===== src/rtl/aprsc_tone_detect.sv =====
// Tone/transition detector downstream of APRSC: Wishbone slave with a REQ/ACK
// handshake, computing TDP and TR per request and holding per-channel TD state.
module aprsc_tone_detect #(
    parameter int CHANNELS = 32
) (
    input  logic        clk,
    input  logic        reset,
    input  logic [31:0] i_wb_adr,
    input  logic [3:0]  i_wb_sel,
    input  logic        i_wb_we,
    input  logic [31:0] i_wb_dat,
    output logic [31:0] o_wb_dat,
    input  logic        i_wb_cyc,
    input  logic        i_wb_stb,
    output logic        o_wb_ack,
    output logic        o_wb_err
);

    localparam logic [7:0] ADR_DQ    = 8'h00;
    localparam logic [7:0] ADR_YL    = 8'h04;
    localparam logic [7:0] ADR_A2P   = 8'h08;
    localparam logic [7:0] ADR_CHAN  = 8'h0C;
    localparam logic [7:0] ADR_REQ   = 8'h10;
    localparam logic [7:0] ADR_ACK   = 8'h14;
    localparam logic [7:0] ADR_TR    = 8'h18;
    localparam logic [7:0] ADR_TDP   = 8'h1C;
    localparam logic [7:0] ADR_STATE = 8'h20;

    typedef enum logic [2:0] {
        IDLE  = 3'd0,
        CALC1 = 3'd1,
        CALC2 = 3'd2,
        CMP   = 3'd3,
        DONE  = 3'd4
    } state_t;

    state_t state, state_next;

    logic [14:0]         dq;
    logic [18:0]         yl;
    logic [15:0]         a2p;
    logic [4:0]          chan;
    logic                req;
    logic                ack;
    logic                tr;
    logic                tdp;
    logic [CHANNELS-1:0] td_state;

    logic [13:0] dq_mag;
    logic [3:0]  yl_int;
    logic [4:0]  yl_frac;
    logic        tdp_next;
    logic        td_old;
    logic [14:0] dq_thr;
    logic        tr_next;

    logic        access;
    logic        wr;
    logic [7:0]  adr;
    logic [31:0] rd_data;
    logic        unused_bits;

    // Second strobe cycle is swallowed while ack is high: one ack per two cycles.
    assign access      = i_wb_cyc & i_wb_stb & ~o_wb_ack;
    assign wr          = access & i_wb_we;
    assign adr         = i_wb_adr[7:0];
    assign o_wb_err    = 1'b0;
    assign unused_bits = ^{i_wb_sel, i_wb_adr[31:8], i_wb_dat[31:19]};

    function automatic logic [14:0] dq_threshold(input logic [3:0] yint, input logic [4:0] yfrac);
        logic [15:0] thr1;
        logic [15:0] thr2;
        logic [15:0] sum;
        thr1 = (16'd32 + {11'd0, yfrac}) << yint;
        thr2 = (yint > 4'd9) ? 16'd31744 : thr1;
        sum  = thr2 + (thr2 >> 1);
        return sum[15:1];
    endfunction

    always_comb begin
        rd_data = 32'd0;
        case (adr)
            ADR_DQ:    rd_data = {17'd0, dq};
            ADR_YL:    rd_data = {13'd0, yl};
            ADR_A2P:   rd_data = {16'd0, a2p};
            ADR_CHAN:  rd_data = {27'd0, chan};
            ADR_REQ:   rd_data = {31'd0, req};
            ADR_ACK:   rd_data = {31'd0, ack};
            ADR_TR:    rd_data = {31'd0, tr};
            ADR_TDP:   rd_data = {31'd0, tdp};
            ADR_STATE: rd_data = 32'(td_state);
            default:   rd_data = 32'd0;
        endcase
    end

    always_ff @(posedge clk or negedge reset) begin
        if (!reset) begin
            o_wb_ack <= 1'b0;
            o_wb_dat <= 32'd0;
            dq       <= '0;
            yl       <= '0;
            a2p      <= '0;
            chan     <= '0;
            req      <= 1'b0;
        end else begin
            o_wb_ack <= access;
            if (access)
                o_wb_dat <= rd_data;
            // Operand registers are frozen while a computation is in flight.
            if (wr && state == IDLE) begin
                case (adr)
                    ADR_DQ:   dq   <= i_wb_dat[14:0];
                    ADR_YL:   yl   <= i_wb_dat[18:0];
                    ADR_A2P:  a2p  <= i_wb_dat[15:0];
                    ADR_CHAN: chan <= i_wb_dat[4:0];
                    default:  ;
                endcase
            end
            if (wr && adr == ADR_REQ)
                req <= i_wb_dat[0];
        end
    end

    always_ff @(posedge clk or negedge reset) begin
        if (!reset)
            state <= IDLE;
        else
            state <= state_next;
    end

    always_comb begin
        state_next = state;
        case (state)
            IDLE:    if (req) state_next = CALC1;
            CALC1:   state_next = CALC2;
            CALC2:   state_next = CMP;
            CMP:     state_next = DONE;
            DONE:    if (!req) state_next = IDLE;
            default: state_next = IDLE;
        endcase
    end

    assign tr_next = ({1'b0, dq_mag} > dq_thr) & td_old;

    always_ff @(posedge clk or negedge reset) begin
        if (!reset) begin
            dq_mag   <= '0;
            yl_int   <= '0;
            yl_frac  <= '0;
            tdp_next <= 1'b0;
            td_old   <= 1'b0;
            dq_thr   <= '0;
            tr       <= 1'b0;
            tdp      <= 1'b0;
            ack      <= 1'b0;
            td_state <= '0;
        end else begin
            case (state)
                CALC1: begin
                    dq_mag   <= dq[13:0];
                    yl_int   <= yl[18:15];
                    yl_frac  <= yl[14:10];
                    tdp_next <= a2p[15] & (a2p < 16'hD200);
                    td_old   <= td_state[chan];
                end
                CALC2: dq_thr <= dq_threshold(yl_int, yl_frac);
                CMP: begin
                    tr             <= tr_next;
                    tdp            <= tdp_next;
                    td_state[chan] <= tr_next ? 1'b0 : tdp_next;
                    ack            <= 1'b1;
                end
                DONE: if (!req) ack <= 1'b0;
                default: ;
            endcase
        end
    end

endmodule


===== config.mk =====
export PLATFORM = sky130hd
export DESIGN_NAME = aprsc_tone_detect
export DESIGN_NICKNAME = d
export VERILOG_FILES = /design/src/rtl/aprsc_tone_detect.sv
export SDC_FILE = /design/constraint.sdc
export NUM_CORES = 1
export LEC_CHECK = 0
export BUFFER_PORTS_ARGS = -buffer_cell sky130_fd_sc_hd__buf_2
export CORE_ASPECT_RATIO = 0.8
export CORE_MARGIN = 2
export CORE_UTILIZATION = 55
export CTS_CLUSTER_DIAMETER = 100
export DETAILED_ROUTE_END_ITERATION = 16
export HOLD_SLACK_MARGIN = 0.03
export PLACE_DENSITY = 0.85
export SLEW_MARGIN = 30
export SYNTH_ARGS = -nofsm -noshare
export SYNTH_HDL_FRONTEND = slang
export SYNTH_SLANG_ARGS = --single-unit
export TNS_END_PERCENT = 5

===== constraint.sdc =====
create_clock -name clk -period 10.64 [get_ports clk]
set_clock_uncertainty 0.15 [all_clocks]
set_input_delay 1.064 -clock clk [delete_from_list [all_inputs] [get_ports clk]]
set_output_delay 1.064 -clock clk [all_outputs]
set_load 0.01 [all_outputs]

==> key figures <==
STA
  – Max Clock Freq: 241 MHz
  – Final min period: 4.14 ns
  – Hold Fails Final Rpt: 0
  – Worst-Margin Slew: 0.981 ns
  – Final TNS setup: 0 ns
  – Final Cycle Share: 38.9%
  – Final Setup Violations: 0
  – Slew Limit Headroom: 34.5%
  – Final Max Tran Viols: 0
  – RSZ-0062 raised after global routing: no

Synthesis
  – FF+latch count, synth: 167
  – Cell Area, Synth: 0.00872 sq mm
  – Post-Synthesis Cells: 812
  – Register area share after synthesis: 47.9%
  – Top cell type's share of synthesized area: 47.9%
  – Post-synth ARST share: 100%
  – Synth area leaders: dfrtp_1, mux2_2, nand2_1
  – Most used DFF post-synth: dfrtp_1
  – Synth warn: 0
  – Number of enable flip-flop cells after synthesis: 0
  – Avg Synthesized Cell Area: 10.7 sq um
  – Yosys top cell by area: dfrtp_1
  – Library cells used by synthesis: 77

Setup path
  – Slowest stage delay, CP: 0.81 ns
  – Worst setup path category: reg2reg
  – Crit Path Max Fanout: 21
  – Crit start category: register
  – Crit path max-delay family: simple AND/OR/NAND/NOR gates
  – Worst path arrival time: 4.30 ns
  – CP max-delay cell: dfrtp_1
  – Worst Path Buf+Inv: 0
  – Critical path required time: 10.79 ns
  – Crit end category: register
  – CP Cell Sequence: mux4_2, nand2_1, nor2_1, ha_1, nand4bb_1, o31ai_4, a21oi_2, or4_4, a211o_1, a21oi_1, or3_1, o211ai_1

Clock tree
  – PostCTS Resize Cnt: 0
  – Post-CTS Hold Fix Bufs: 0
  – Clock Tree Buf Depth: 2
  – Clock root cell: clkbuf_16
  – H-tree depth: 4
  – Clk sinks: 167
  – Worst-Skew Late Latency: 0.43 ns
  – CTS tree: built
  – CTS buffer count: 17
  – Clk slew on worst S/H paths: 0.06 ns
  – Setup bufs post-CTS: 0

Global route
  – Vias in the first global route: 6506
  – Initial antenna violation count: 0
  – Total gr overflow: 0
  – Met2 Usage GRT: 40.4%
  – Largest net degree at the start of global routing: 103
  – Total track usage: 26.9%
  – Grt met1 use: 38.6%
  – Gr busiest metal: met2
  – Routing usage on met3: 7.05%
  – First-pass GRT wire length: 34700 microns

Drt
  – Antenna-violating nets left: 0
  – WL per Instance: 19.7 microns
  – Via count: 6824
  – TritonRoute pass-1 iters: 5
  – Detailed router's first-iteration violation count: 771
  – Drt total wl: 21200 microns
  – DR vias/cell: 6.33
  – Drt drc: 0

Placement
  – GP Congestion: 0.870
  – Port Buf Inserts: 64
  – Post-DP HPWL: 14100 microns
  – Placed cell areas: 0.00918 sq mm

Worst hold path
  – Hold crit path type: reg2reg

Floorplan
  – Cell Rows: 41
  – Initial core utilization: 55.8%
  – Full die area: 0.0169 sq mm
  – Core footprint: 0.0156 sq mm
  – Die X: 145 microns
  – Die height: 117 microns
  – Num ports: 107

Power and ir drop
  – Leakage: 4.55 nW
  – Power density over the cells: 161 mW/mm^2
  – Peak supply drop: 0.126 mV

Finish
  – Synthesis-to-finish area growth: 12.2%
  – Fill cell count: 1192
  – Layout cells sized above 1: 25.7%
  – Fin area: 0.00979 sq mm
  – Layout Nets: 947
  – ANT cells: 0

Run
  – Max-Cap Viols: 0

Outcome
  – Outcome: finished clean
-- final cells by class --
type,count,area [sq um],area share [%]
sequential,167,4180,42.7
tap,215,269,2.75
clock buffer,20,457,4.67
timing repair buffer,74,404,4.13
multi-input combinational,564,4230,43.2
clock inverter,12,150,1.53
inverter,26,97.6,0.997
-- cell usage after synthesis, drive strengths merged (6+ instances only) --
library cell    n
a21o            9
a21oi          22
a222oi         15
a31oi          13
buf            11
clkbuf         45
dfrtp         167
ha             23
inv            24
mux2           83
mux2i          11
mux4           11
nand2          85
nand2b          8
nand3          23
nor2           41
nor2b           9
nor3           10
o211ai          6
o21a           10
o21ai          66
o31ai           7
o41ai          31
xnor2          10
-- power by group --
part           switching [mW]  leakage [nW]  internal, mW  total [mW]
registers              0.0314          2.29         0.670       0.701
clock network           0.253         0.292         0.381       0.634
logic                   0.147          1.97        0.0912       0.238
-- stage by stage --
step	hold WS (ns)	setup slack (ns)	utilization (%)	cells	power (mW)
after detailed placement	0.304	6.53	58.7	1046	0.949
after CTS	0.318	6.51	62.5	1078	1.58
after floorplan	0.295	7.25	-	813	0.868
after global routing	0.342	6.17	62.6	1078	1.64
final	0.308	6.50	62.6	1078	1.57
after global placement	0.296	6.62	58.7	1046	0.936
-- flip-flops by register name, summed over array words and instances, names as in the netlist --
register  flops
a2p          16
ack           1
chan          5
dq           15
dq_mag       14
dq_thr       15
o_wb_ack      1
o_wb_dat     32
req           1
state         3
td_old        1
td_state     32
tdp           1
tdp_next      1
tr            1
yl           19
yl_frac       5
yl_int        4
-- worst min-delay path, delay by kind of cell (launching register included) --
family           cells  cell delay, ns
flip-flops           1            0.34
AND/OR/NAND/NOR      2            0.09
-- per-layer routing --
layer  wire length (microns)  part of all wire [%]
met1                    9400                    44
met2                    9590                    45
met3                    1770                   8.3
met4                     436                   2.1
met5                       0                     0
-- logic make-up (layout without fill, tap and decap cells) --
family | after synthesis | in the layout | synth area share (%)
compound gates | 207 | 207 | 16.5
fa+ha+maj | 24 | 24 | 3.53
xor+xnor | 12 | 12 | 1.20
buf+inv | 82 | 132 | 3.84
simple gates | 214 | 214 | 12.0
other cells | 1 | 2 | 0.0430
flops | 167 | 167 | 47.9
mux | 105 | 105 | 14.9
-- final timing paths --
kind | start | endpoint | slack (ns) | cells after the start
worst min register to register | o_wb_dat[29] | o_wb_dat[29] | 0.31 | 2
max in group asynchronous | reset | dq_mag[2] | 8.48 | 2
worst max register to register | yl_int[0] | dq_thr[12] | 6.50 | 12
worst max-delay path | yl_int[0] | dq_thr[12] | 6.50 | 12
worst min-delay path | o_wb_dat[29] | o_wb_dat[29] | 0.31 | 2
min in group asynchronous | reset | o_wb_dat[21] | 0.55 | 1
-- cells in the final DEF (no fill, tap or decap), types with 3 or more instances in the layout --
master,n
a211o_1,3
a211oi_1,3
a21o_1,9
a21oi_1,20
a222oi_1,15
a22oi_1,3
a31oi_1,12
and2_1,3
buf_2,63
buf_4,10
bufinv_16,3
clkbuf_16,17
clkbuf_8,3
clkinv_2,4
clkinvlp_4,3
dfrtp_1,167
ha_1,23
inv_1,23
mux2_2,82
mux2i_1,10
mux4_2,11
nand2_1,85
nand2b_1,8
nand3_1,23
nand3b_1,5
nand4_1,3
nand4b_1,3
nor2_1,40
nor2b_1,9
nor3_1,8
o211ai_1,6
o21a_1,10
o21ai_0,62
o21ai_1,4
o31ai_1,6
o41ai_1,31
or2_2,3
or3_1,3
xnor2_1,10
No activity file was read; power rests on OpenSTA's default activity.
